--- config.mk ---
export PLATFORM = sky130hd
export DESIGN_NAME = ifetch_unit
export DESIGN_NICKNAME = d
export VERILOG_FILES = /design/src/rtl/ifetch_unit_pkg.sv /design/src/rtl/adder32.sv /design/src/rtl/ifetch_queue.sv /design/src/rtl/ifetch_unit.sv
export SDC_FILE = /design/constraint.sdc
export NUM_CORES = 1
export LEC_CHECK = 0
export ABC_AREA = 1
export BUFFER_PORTS_ARGS = -buffer_cell sky130_fd_sc_hd__buf_2
export CORE_ASPECT_RATIO = 1.25
export CORE_MARGIN = 3
export CORE_UTILIZATION = 50
export CTS_CLUSTER_DIAMETER = 200
export CTS_CLUSTER_SIZE = 28
export DETAILED_ROUTE_END_ITERATION = 8
export GPL_ROUTABILITY_DRIVEN = 1
export MAX_ROUTING_LAYER = met4
export PLACE_DENSITY = 0.72
export SYNTH_ARGS = -nofsm -noshare
export SYNTH_HDL_FRONTEND = slang
export SYNTH_SLANG_ARGS = --single-unit
--- constraint.sdc ---
create_clock -name clk -period 3.17 [get_ports clk]
set_input_delay 0.951 -clock clk [delete_from_list [all_inputs] [get_ports clk]]
set_output_delay 0.951 -clock clk [all_outputs]
set_load 0.02 [all_outputs]
--- src/rtl/ifetch_unit_pkg.sv ---
// Shared core package: reset/IRQ vectors and the fetch entry type.
// Used by ifetch_unit, ifetch_queue and the exception logic.
package ifetch_unit_pkg;

  localparam logic [31:0] RESET_VEC = 32'h0000_0000;
  localparam logic [31:0] IRQ_VEC   = 32'h0000_0004;

  typedef struct packed {
    logic [31:0] inst;
    logic [31:0] pc;
  } fetch_entry_t;

endpackage

--- src/rtl/adder32.sv ---
// 32-bit adder, wraps modulo 2^32.
// Ports: a, b in; sum out.
module adder32 (
  input  logic [31:0] a,
  input  logic [31:0] b,
  output logic [31:0] sum
);

  assign sum = a + b;

endmodule

--- src/rtl/ifetch_queue.sv ---
// Prefetch FIFO of fetch entries with clear, push, pop, count.
// Ports: clk, rst_n, clear, push, din, pop; head, count out.
module ifetch_queue
  import ifetch_unit_pkg::*;
#(
  parameter int DEPTH = 2
) (
  input  logic                       clk,
  input  logic                       rst_n,
  input  logic                       clear,
  input  logic                       push,
  input  fetch_entry_t               din,
  input  logic                       pop,
  output fetch_entry_t               head,
  output logic [$clog2(DEPTH):0]     count
);

  localparam int AW = $clog2(DEPTH);
  localparam int CW = AW + 1;
  localparam logic [CW-1:0] FULL = CW'(DEPTH);

  fetch_entry_t    mem [DEPTH];
  logic [AW-1:0]   wr_ptr;
  logic [AW-1:0]   rd_ptr;

  assign head = mem[rd_ptr];

  always_ff @(posedge clk or negedge rst_n) begin
    if (!rst_n) begin
      wr_ptr <= '0;
      rd_ptr <= '0;
      count  <= '0;
      for (int i = 0; i < DEPTH; i++) begin
        mem[i] <= '0;
      end
    end else if (clear) begin
      wr_ptr <= '0;
      rd_ptr <= '0;
      count  <= '0;
    end else begin
      if (push) begin
        mem[wr_ptr] <= din;
        wr_ptr      <= wr_ptr + 1'b1;
      end
      if (pop) begin
        rd_ptr <= rd_ptr + 1'b1;
      end
      unique case ({push, pop})
        2'b10:   count <= count + 1'b1;
        2'b01:   count <= count - 1'b1;
        default: count <= count;
      endcase
    end
  end

  // Issue is capped by count + outstanding, so a full queue
  // can never see a live response.
  always @(posedge clk) begin
    if (rst_n && !clear && push) begin
      no_overflow: assert (count != FULL);
    end
  end

endmodule

--- src/rtl/ifetch_unit.sv ---
// Fetch front end: issues imem requests, queues words, feeds decode.
// Ports: en, redirect/irq in, imem req/rsp, inst/pc valid/ready out.
module ifetch_unit #(
  parameter int          DEPTH     = 2,
  parameter logic [31:0] RESET_VEC = ifetch_unit_pkg::RESET_VEC,
  parameter logic [31:0] IRQ_VEC   = ifetch_unit_pkg::IRQ_VEC
) (
  input  logic        clk,
  input  logic        rst_n,
  input  logic        en,
  input  logic        i_redirect_en,
  input  logic [31:0] i_redirect_pc,
  input  logic        i_irq_flag,
  output logic        o_irq_flag,
  output logic        o_imem_req_valid,
  input  logic        i_imem_req_ready,
  output logic [31:0] o_imem_addr,
  input  logic        i_imem_rsp_valid,
  input  logic [31:0] i_imem_rsp_data,
  output logic        o_inst_valid,
  output logic [31:0] o_inst,
  output logic [31:0] o_inst_pc,
  input  logic        i_inst_ready
);

  import ifetch_unit_pkg::*;

  localparam int CW = $clog2(DEPTH) + 1;
  localparam logic [CW:0] CAP = (CW+1)'(DEPTH);

  logic [31:0]   fetch_pc;
  logic [31:0]   resp_pc;
  logic [31:0]   fetch_pc_inc;
  logic [31:0]   resp_pc_inc;
  logic [31:0]   target;
  logic [CW-1:0] count;
  logic [CW-1:0] outstanding;
  logic [CW-1:0] outstanding_nx;
  logic [CW-1:0] drop_cnt;
  logic [CW:0]   inflight;
  logic          free;
  logic          redir;
  logic          accept;
  logic          dropping;
  logic          push;
  logic          pop;
  fetch_entry_t  push_ent;
  fetch_entry_t  head;

  adder32 u_fetch_inc (
    .a   (fetch_pc),
    .b   (32'd4),
    .sum (fetch_pc_inc)
  );

  adder32 u_resp_inc (
    .a   (resp_pc),
    .b   (32'd4),
    .sum (resp_pc_inc)
  );

  assign inflight = {1'b0, count} + {1'b0, outstanding};
  assign free     = inflight < CAP;
  assign redir    = en & (i_irq_flag | i_redirect_en);
  assign target   = i_irq_flag ? IRQ_VEC : i_redirect_pc;

  // Gated by rst_n so the request is low the instant reset hits.
  assign o_imem_req_valid = rst_n & en & free
                          & ~i_redirect_en & ~i_irq_flag;
  assign o_imem_addr      = fetch_pc;
  assign accept = o_imem_req_valid & i_imem_req_ready;

  assign dropping = drop_cnt != '0;
  assign push     = i_imem_rsp_valid & ~dropping & ~redir;
  assign push_ent = '{inst: i_imem_rsp_data, pc: resp_pc};

  assign o_inst_valid = (count != '0) & ~i_redirect_en & ~i_irq_flag;
  assign pop          = o_inst_valid & i_inst_ready & en;
  assign o_inst       = head.inst;
  assign o_inst_pc    = head.pc;

  assign outstanding_nx = outstanding + CW'(accept)
                        - CW'(i_imem_rsp_valid);

  ifetch_queue #(
    .DEPTH (DEPTH)
  ) u_queue (
    .clk   (clk),
    .rst_n (rst_n),
    .clear (redir),
    .push  (push),
    .din   (push_ent),
    .pop   (pop),
    .head  (head),
    .count (count)
  );

  always_ff @(posedge clk or negedge rst_n) begin
    if (!rst_n) begin
      fetch_pc    <= RESET_VEC;
      resp_pc     <= RESET_VEC;
      outstanding <= '0;
      drop_cnt    <= '0;
      o_irq_flag  <= 1'b0;
    end else begin
      outstanding <= outstanding_nx;
      if (redir) begin
        // Everything still in flight belongs to the old stream.
        fetch_pc <= target;
        resp_pc  <= target;
        drop_cnt <= outstanding_nx;
      end else begin
        if (accept) fetch_pc <= fetch_pc_inc;
        if (push) resp_pc <= resp_pc_inc;
        if (i_imem_rsp_valid && dropping) begin
          drop_cnt <= drop_cnt - 1'b1;
        end
      end
      if (en) o_irq_flag <= i_irq_flag;
    end
  end

endmodule

==> impl_results.md, run 1 <==
* Run status: finished, final reports clean
* Initial core utilization at 51.05%
* Worst Skew at 0.01334 ns
* Mapped Area at 0.01066 mm²
* Slew at the pin with the worst max-slew slack at 0.8096 ns
* GPL Wtd Cong at 0.9446
* Crit path kind: register to primary output
* Htree depth at 4
* First-pass GRT wire length at 45830 µm
* Critical path's largest stage delay at 0.42 ns
* Worst IR Drop VDD at 435.9 µV
* Setup_tns at 0 ns
* Core area at 0.02089 mm²
* Overall Global Routing Usage at 25.62%
* Synth Net Count at 1556
* Maxcap violations at 0
* Drt drc at 0
* Post-CTS Setup Inserts at 0
* Cell Rows at 59
* Crit. path cell count at 7
* Port Buf Inserts at 170
* Power per cell area at 790.1 mW/mm²
* Largest net degree at the start of global routing at 65
* DR iter-0 viols at 609
* LEAKAGE at 6.383 nW
* Clock power share at 23.5%
* Grt ovf at 0
* Async S/R FF share, synth at 100.0%
* Register area share after synthesis at 46.70%
* Crit. End Element: primary output
* Worst-Skew Late Latency at 0.44 ns
* 1st-pass router iterations at 5
* Clock slew at reported path FFs at 0.08 ns
* Setup violations, final at 0
* Slew Limit Fails at 0
* Vias in the first global route at 9184
* Main synth FF type: dfrtp_1
* Combinational share of power at 34.1%
* Fin Hold WS at 0.3820 ns
* EDFF count, synth at 0
* Worst Path Arrival at 1.93 ns
* Crit path max-delay family: simple AND/OR/NAND/NOR gates
* Antenna violations before repair at 0
* Layout cell share with drive strength beyond 1 at 17.01%
* Sw frac at 40.50%
* Vias per cell at 5.160
* Worst Path Max Fanout at 4
* PostCTS Resize Cnt at 0
* Startpoint Class: register
* DRT antenna net count at 0
* P_int at 0.005781 W
* Most frequent cells in the layout: nand2_1, dfrtp_1, buf_2
* Avg Inst Size Synth at 7.215 µm²
* Met1 usage in global routing at 32.48%
* Nets at 1699
* FF+latch count, synth at 199
* P_sw at 0.003935 W
* CTS Buf Count at 17
* Hold buffers post-CTS at 0
* Min Clock Period, post-route at 2.878 ns
* Final hold vios at 0
* Root buf cell: clkbuf_16
* Routed len/inst at 15.01 µm
* Period utilization at 90.79%
* Unrepaired setup endpoints after global routing: false
* Max frequency at 0.3475 GHz
* Slew margin rel. at 46.03%
* Fillers at 2020
* Die Y at 169.3 µm
* Most Used Layer, Global Route: met2
* Worst path slowest cell: dfrtp_1
* Synth unique cells at 38
* HPWL Detailed at 20560 µm
* Reg2reg path depth at 14
* Synth warn at 0
* Final WL at 28630 µm
* Layout area overhead at 15.32%
* Synth Instances at 1478
* M2 GR Usage at 42.71%
* Die width at 136.6 µm
* M3 GR Usage at 3.114%
* I/O pins at 171
* Commonest non-fill, non-tap cell in the layout: nand2_1
* Hold crit path type: input port to asynchronous set/reset pin
* Reg power frac at 42.5%
* TritonCTS clock tree: done
* Max Root-Sink Buffers at 2
* Via count at 9845
* Clock Sinks at 199
* Die Area at 0.02313 mm²
* Buf+Inv Stages, Crit Path at 2
* CP Cell Sequence: nand2_1, inv_1, fa_1, nor2_1, nand3_2, nor2_4, buf_2
* Diodes inserted at 0
* CP required at 2.22 ns
==> final cells by class <==
cell class | instances | area [µm²] | area share (%)
Clock buffer | 17 | 425.4 | 3.459
Clock inverter | 15 | 198.9 | 1.618
Inverter | 119 | 446.7 | 3.632
Multi-Input combinational cell | 1095 | 4851 | 39.44
Sequential cell | 199 | 4981 | 40.50
Tap cell | 274 | 342.8 | 2.788
Timing Repair Buffer | 189 | 1052 | 8.556
==> state kept, by name, indices dropped and copies added, names as in the netlist <==
signal	cells
u_queue.mem	128
resp_pc	31
drop_cnt	2
outstanding	2
u_queue.count	2
u_queue.wr_ptr	1
o_irq_flag	1
u_queue.rd_ptr	1
o_imem_addr	31
==> stage by stage <==
step | total power, W | worst slack (ns) | area, µm² | utilization, % | instances
3_3_place_gp | 0.007370 | 0.5210 | 11670 | 55.88 | 1876
4_1_cts | 0.009783 | 0.2623 | 12300 | 58.87 | 1908
3_5_place_dp | 0.007491 | 0.4672 | 11670 | 55.88 | 1876
5_1_grt | 0.01044 | 0.2008 | 12300 | 58.87 | 1908
6_report | 0.009716 | 0.2921 | 12300 | 58.87 | 1908
2_1_floorplan | 0.006400 | 0.6977 | 10660 | - | 1478
==> worst reg2reg max path: stages, from the launching register on <==
cell	delay, ns
dfrtp_1	0.42
nand2_1	0.07
inv_1	0.04
fa_1	0.42
nor2_1	0.14
nand3_2	0.09
nor2_4	0.12
nand2_4	0.07
ha_1	0.27
inv_1	0.04
ha_1	0.18
xnor2_1	0.14
xnor2_1	0.14
o21ai_0	0.16
o31ai_1	0.10
==> cells by family (layout without fill, tap and decap cells) <==
group           after synthesis  after routing  synth area share, %
simple gates                859            859                32.48
buf+inv                     184            340                7.908
compound gates              217            217                11.05
mux                           1              1               0.1056
fa+ha+maj                     6              6               0.7744
xor+xnor                     12             12               0.9856
flops                       199            199                46.70
==> path summary, 6_finish.rpt <==
kind | to | startpoint | slack, ns
max in group asynchronous | u_queue.mem[22]$_DFFE_PN0P_ | rst_n | 1.70
hold / removal | u_queue.count[1]$_DFFE_PN0P_ | rst_n | 0.38
setup / recovery | o_imem_req_valid | u_queue.count[0]$_DFFE_PN0P_ | 0.29
setup reg to reg | drop_cnt[1]$_DFFE_PN0P_ | u_queue.count[0]$_DFFE_PN0P_ | 0.64
min in group clk | o_irq_flag$_DFFE_PN0P_ | o_irq_flag$_DFFE_PN0P_ | 0.48
hold reg to reg | o_irq_flag$_DFFE_PN0P_ | o_irq_flag$_DFFE_PN0P_ | 0.48
==> power groups by stage <==
stage          registers, W  logic (W)  clock network (W)
6_report            0.00413    0.00331            0.00228
5_1_grt             0.00426    0.00375            0.00244
4_1_cts             0.00411    0.00335            0.00233
3_5_place_dp        0.00415    0.00334                  0
3_3_place_gp        0.00411    0.00326                  0
2_1_floorplan       0.00409    0.00231                  0
==> synthesized netlist by cell type (4+ instances only) <==
cell      instances  area share [%]
a21oi_1          20            0.94
buf_2            30             1.4
clkbuf_1         18            0.63
nand2_2           6            0.35
nand2_1         597              21
nor3_1            4            0.19
xor2_1            8            0.66
inv_2             6            0.21
o21ai_1          67             3.1
xnor2_1           4            0.33
nor2_1          151             5.3
buf_4             7            0.49
nor2_2           21             1.2
a21oi_2          13             1.1
nand4_1          14            0.82
dfrtp_1         199              47
o211ai_1          4            0.28
buf_6             6            0.63
ha_1              5            0.59
inv_1           113             4.0
nand3_1          56             2.6
o21ai_0          95             4.5
a31oi_1           9            0.53
==> per-layer routing <==
layer / vias up / share of wire, % / routed length, µm
met4: 0 / 2.7 / 780
li1: 4949 / - / -
met3: 43 / 4.8 / 1385
met5: - / 0 / 0
met1: 4580 / 43 / 12450
met2: 273 / 49 / 14020
Note: power is estimated with default switching activity, not from simulation.
==> inputs of run 2 (changes only) <==
Settings changed: ABC_AREA 1 to default, CELL_PAD_IN_SITES_DETAIL_PLACEMENT from default to 2, CELL_PAD_IN_SITES_GLOBAL_PLACEMENT from default to 2, CORE_UTILIZATION 50 to 37, PLACE_DENSITY 0.72 to default, PLACE_DENSITY_LB_ADDON from default to 0.1.
==> run 2 against run 1 <==
Against the previous run:
- die area rose by 23%
- clock-buffer cell count unchanged
- synthesized cell count shrank 42%
- via count down 23%
- worst hold slack got worse by 0.054 ns
- utilization down 13 points
- sequential share of layout area rose by 1.8 points
- global-route usage is 3.6 points lower
- non-clock buffer count rose by 10
- critical path depth shrank 2
- first-iteration DRC count fell by 54%
- critical path type unchanged
==> impl_results.md, run 2 <==
* Maxcap violations at 0
* Mux cell area share after synthesis at 22.08%
* Min Clock Period, post-route at 3.069 ns
* TritonCTS clock tree: done
* Worst Path Max Fanout at 2
* 1st-pass router iterations at 4
* Port Buf Inserts at 170
* Main synth FF type: dfrtp_1
* Fillers at 2694
* Synth warn at 0
* Met1 wire length at 12520 µm
* Post-Synth Simple-Gate Area at 11.07%
* Cell Rows at 65
* First-pass GRT wire length at 47640 µm
* Slew at the pin with the worst max-slew slack at 0.8831 ns
* Setup violations, final at 0
* CP Cell Sequence: and2_1, fa_1, nor4bb_2, and2_1, buf_2
* Slew margin rel. at 41.13%
* Largest net degree at the start of global routing at 153
* Crit path kind: register to primary output
* Slew Limit Fails at 0
* Top cells by area, synth: dfrtp_1, mux2_2, a21oi_1, nand2_1, o21ai_0
* Max reg flops at 128
* Routed len/inst at 22.10 µm
* Commonest non-fill, non-tap cell in the layout: dfrtp_1
* Clock Sinks at 199
* Synth Area in XOR/XNOR at 1.521%
* DRT antenna net count at 0
* Crit. End Element: primary output
* LEAKAGE at 5.476 nW
* Register area share after synthesis at 50.88%
* Final hold vios at 0
* Largest family of logic cells by synthesized area: multiplexers
* Die width at 151.5 µm
* Met3 WL at 1001 µm
* Antenna violations before repair at 1
* CP required at 2.22 ns
* Buf+Inv Stages, Crit Path at 1
* Layout area overhead at 20.19%
* Most common cell in the netlist: dfrtp_1
* Crit path max-delay family: simple AND/OR/NAND/NOR gates
* I/O pins at 171
* Synth Area in Compound Gates at 11.01%
* Setup Slack @ Placement at 0.2656 ns
* Share of the synthesized area in the top cell type at 50.88%
* FF+latch count, synth at 199
* Overall Global Routing Usage at 22.06%
* Setup_tns at 0 ns
* Startpoint Class: register
* Final critical-path setup slack at 0.1015 ns
* Top cell by count, worst path: and2_1
* GPL Wtd Cong at 0.7786
* Unrepaired setup endpoints after global routing: false
* Worst Skew at 0.01338 ns
* Adder-cell share of the synthesized area at 0.8438%
* Max Root-Sink Buffers at 2
* Root buf cell: clkbuf_16
* Layout cell share with drive strength beyond 1 at 42.94%
* Period utilization at 96.80%
* Htree depth at 4
* Die Area at 0.02845 mm²
* Placed Cells at 1336
* Synth Instances at 850
* DR iter-0 viols at 283
* Synth Net Count at 928
* EDFF count, synth at 0
* HPWL Detailed at 21530 µm
* Most frequent cells in the layout: dfrtp_1, mux2_2, buf_2
* Layout Cells excl Fill at 1370
* Hold crit path type: input port to asynchronous set/reset pin
* Worst path slowest cell: fa_1
* Core area at 0.02562 mm²
* Power per cell area at 748.1 mW/mm²
* Run status: finished, final reports clean
* Die Y at 187.8 µm
* Area leader, netlist: dfrtp_1
* Max Used Layer: met4
* Nets at 1099
* Commonest cells post-synth: dfrtp_1, mux2_2, nand2_1
* Grt ovf at 0
* Avg Inst Size Synth at 11.51 µm²
* Via count at 7600
* Worst IR Drop VDD at 370.5 µV
* Max frequency at 0.3259 GHz
* Vias per cell at 5.547
* Initial core utilization at 38.20%
* Fin Hold WS at 0.3277 ns
* Synth unique cells at 73
* Hold buffers post-CTS at 0
* Async S/R FF share, synth at 100.0%
* Final WL at 30280 µm
* Vias in the first global route at 8395
* Biggest register: u_queue.mem
* Critical path's largest stage delay at 0.45 ns
* Clock slew at reported path FFs at 0.08 ns
* CTS Buf Count at 17
* Worst-Skew Late Latency at 0.44 ns
* Drt drc at 0
* Mapped Area at 0.009787 mm²
* Met2 WL at 16260 µm
* Worst Path Arrival at 2.12 ns
[run 2: cell families (layout without fill, tap and decap cells)]
group	Yosys count	count (layout)
other cells	0	1
xor+xnor	17	17
buf+inv	61	245
simple gates	203	203
fa+ha+maj	6	6
mux	192	192
compound gates	172	172
flops	199	199
[run 2: repair_timing]
item | in CTS | in global routing
setup endpoints to repair | 1 | 1
resized for setup | 1 | 0
pin swaps | 0 | 1
setup buffers | 1 | 0
cloned | 0 | 0
[run 2: path summary, 6_finish.rpt]
check / from / end / slack (ns) / depth (start not counted)
worst max-delay path: outstanding[0]$_DFF_PN0_ / o_imem_req_valid / 0.10 / 5
min in group clk: u_queue.mem[6]$_DFFE_PN0P_ / u_queue.mem[6]$_DFFE_PN0P_ / 0.48 / 2
worst min-delay path: rst_n / o_imem_addr[10]$_DFFE_PN0P_ / 0.33 / 1
worst max register to register: outstanding[0]$_DFF_PN0_ / drop_cnt[1]$_DFFE_PN0P_ / 0.43 / 12
worst min register to register: u_queue.mem[6]$_DFFE_PN0P_ / u_queue.mem[6]$_DFFE_PN0P_ / 0.48 / 2
max in group asynchronous: rst_n / u_queue.rd_ptr$_DFFE_PN0P_ / 1.72 / 2
[run 2: worst reg2reg max path: cells and delay by family (launching register included)]
family | cells | cell delay, ns
adder cells (fa/ha/maj) | 3 | 0.92
AO/OA/AOI/OAI | 1 | 0.07
buffers and inverters | 2 | 0.15
XOR/XNOR | 2 | 0.33
flip-flops | 1 | 0.41
AND/OR/NAND/NOR | 4 | 0.80
[run 2: per-stage QoR]
step                power [W]  area (µm²)  util (%)
finish               0.008800       11760     45.91
global route         0.009315       11760     45.91
CTS                  0.008926       11760     45.90
detailed placement   0.006723       11180     43.65
global placement     0.006583       11180     43.65
floorplan            0.005660        9787         -
[run 2: layout make-up]
class | instances | area (µm²) | area share, %
repair buffers | 199 | 1152 | 9.797
diodes | 1 | 2.502 | 0.02127
clock buffers | 17 | 425.4 | 3.617
clock inverters | 15 | 138.9 | 1.181
flip-flops and latches | 199 | 4981 | 42.35
well taps | 335 | 419.2 | 3.563
multi-input cells | 590 | 4591 | 39.03
inverters | 14 | 52.55 | 0.4468
[run 2: routing by layer]
layer / vias up / GRT usage, %
met3: 26 / 3.577
met5: - / -
met2: 146 / 38.51
li1: 3466 / -
met1: 3962 / 26.45
met4: 0 / 5.373
[run 2: where the power goes]
group	switching [W]	internal (W)
Sequential	0.000486	0.00329
Combinational	0.00150	0.00138
Clock	0.00110	0.00104
==> inputs of run 3 (changes only) <==
Settings changed: REMOVE_ABC_BUFFERS from default to 1.
==> run 3 against run 2 <==
Against the previous run:
- combinational power about the same
- maximum frequency is 0.77% higher
- critical path depth unchanged
- first-iteration DRC count down 3.2%
- flip-flop and latch count stayed put
- sequential share of layout area is 0.093 points lower
- sequential power about the same
- largest cell class unchanged
- largest power group unchanged
==> impl_results.md, run 3 (synthesis gave the netlist of run 2 again) <==
* Run status: finished, final reports clean
* Final hold vios at 0
* P_sw at 0.002950 W
* Slew Limit Fails at 0
* Top cell by count, worst path: and2_1
* Commonest non-fill, non-tap cell in the layout: dfrtp_1
* Reg2reg path depth at 12
* HPWL Detailed at 21780 µm
* Worst path slowest cell: fa_1
* Initial core utilization at 38.20%
* Buf+Inv Stages, Crit Path at 1
* Critical path's largest stage delay at 0.45 ns
* Hold Path Stages at 1
* Worst r2r dst: drop_cnt[1]$_DFFE_PN0P_
* I/O pins at 171
* DR iter-0 viols at 274
* Vias per cell at 5.553
* GPL Wtd Cong at 0.7935
* Grt ovf at 0
* Most frequent cells in the layout: dfrtp_1, mux2_2, buf_2
* Worst Skew at 0.008002 ns
* Worst r2r src: u_queue.count[0]$_DFFE_PN0P_
* Crit path kind: register to primary output
* CP Cell Sequence: and2_1, fa_1, nor4bb_2, and2_1, buf_4
* Port Buf Inserts at 170
* Clock Sinks at 199
* Hold_sp: u_queue.mem[23]$_DFFE_PN0P_
* Cell Rows at 65
* Hold buffers post-CTS at 0
* Period utilization at 96.06%
* Setup violations, final at 0
* Root buf cell: clkbuf_16
* Overall Global Routing Usage at 22.64%
* Hold crit path type: register to register
* Slew margin rel. at 47.17%
* Die Area at 0.02845 mm²
* LEAKAGE at 5.484 nW
* Worst IR Drop VDD at 347.9 µV
* Reg-to-reg slack, setup at 0.42 ns
* Combinational share of power at 32.3%
* Maxcap violations at 0
* TritonCTS clock tree: done
* Final WL at 30500 µm
* Design Power at 0.008851 W
* Setup_tns at 0 ns
* Min Clock Period, post-route at 3.045 ns
* Min-Delay Endpoint: u_queue.mem[23]$_DFFE_PN0P_
* Clock power share at 25.1%
* Core area at 0.02562 mm²
* Biggest register: u_queue.mem
* Fin Hold WS at 0.5028 ns
* CP required at 2.22 ns
* CTS Buf Count at 17
* 1st-pass router iterations at 4
* Worst Path Arrival at 2.09 ns
* Unrepaired setup endpoints after global routing: false
* Antenna violations before repair at 1
* First-pass GRT wire length at 49000 µm
* Fillers at 2694
* Drt drc at 0
* Worst-Skew Late Latency at 0.44 ns
* Final Util at 46.03%
* Htree depth at 4
* Die width at 151.5 µm
* Reg power frac at 42.6%
* Max frequency at 0.3284 GHz
* Max Root-Sink Buffers at 2
* Vias in the first global route at 8526
* Crit path max-delay family: simple AND/OR/NAND/NOR gates
* Die Y at 187.8 µm
* DRT antenna net count at 0
* Startpoint Class: register
* Clock slew at reported path FFs at 0.07 ns
* Layout area overhead at 20.48%
* Sw frac at 33.33%
* Routed len/inst at 22.26 µm
* Slew at the pin with the worst max-slew slack at 0.7925 ns
* Max reg flops at 128
* Via count at 7608
* Worst Path Max Fanout at 4
* Crit path from: u_queue.count[0]$_DFFE_PN0P_
* Nets at 1101
* P_int at 0.005901 W
* Power per cell area at 750.7 mW/mm²
* Layout cell share with drive strength beyond 1 at 42.94%
* Crit. End Element: primary output
* Largest net degree at the start of global routing at 141
run 3: through the flow:
stage	worst slack, ns	area, µm²	cells
final	0.1250	11790	1370
after global routing	0.01605	11790	1370
after CTS	0.01670	11780	1368
after detailed placement	0.2231	11180	1338
after global placement	0.3886	11180	1338
after floorplan	-2.031	9585	803
run 3: worst max-delay path by stage:
stage	to	slack (ns)	cells after the start
finish	o_imem_req_valid	0.12	5
global route	o_imem_req_valid	0.02	5
CTS	o_imem_req_valid	0.02	5
detailed placement	drop_cnt[1]$_DFFE_PN0P_	0.22	11
global placement	drop_cnt[1]$_DFFE_PN0P_	0.39	11
floorplan	u_queue.mem[0]$_DFFE_PN0P_	-2.03	3
run 3: routing by layer:
| layer | wire length [µm] | up-vias | global-route usage [%] |
|---|---|---|---|
| li1 | - | 3465 | - |
| met4 | 474 | 0 | 5.373 |
| met3 | 1393 | 27 | 4.206 |
| met1 | 13210 | 3959 | 29.00 |
| met2 | 15420 | 157 | 37.17 |
| met5 | 0 | - | - |
run 3: power by group through the flow:
stage / registers (W) / logic [W] / clock network, W
after floorplan: 0.00369 / 0.00196 / 0
after detailed placement: 0.00383 / 0.00289 / 0
final: 0.00377 / 0.00286 / 0.00222
after CTS: 0.00379 / 0.00291 / 0.00229
after global placement: 0.00377 / 0.00280 / 0
after global routing: 0.00390 / 0.00312 / 0.00240
run 3: layout make-up:
type,instances,area [µm²],share of cell area [%]
clock buffers,21,470.5,3.990
clock inverters,9,116.4,0.9868
well taps,335,419.2,3.555
flip-flops and latches,199,4982,42.25
multi-input cells,590,4591,38.93
inverters,14,52.55,0.4457
diodes,1,2.502,0.02122
repair buffers,201,1157,9.815
run 3: what timing repair did:
action / 4_1_cts / 5_1_grt
resized for setup: 2 / 1
endpoints found under the hold margin: 0 / 0
pin swaps: 0 / 2
buffers inserted: 0 / 1
setup endpoints to repair: 1 / 1
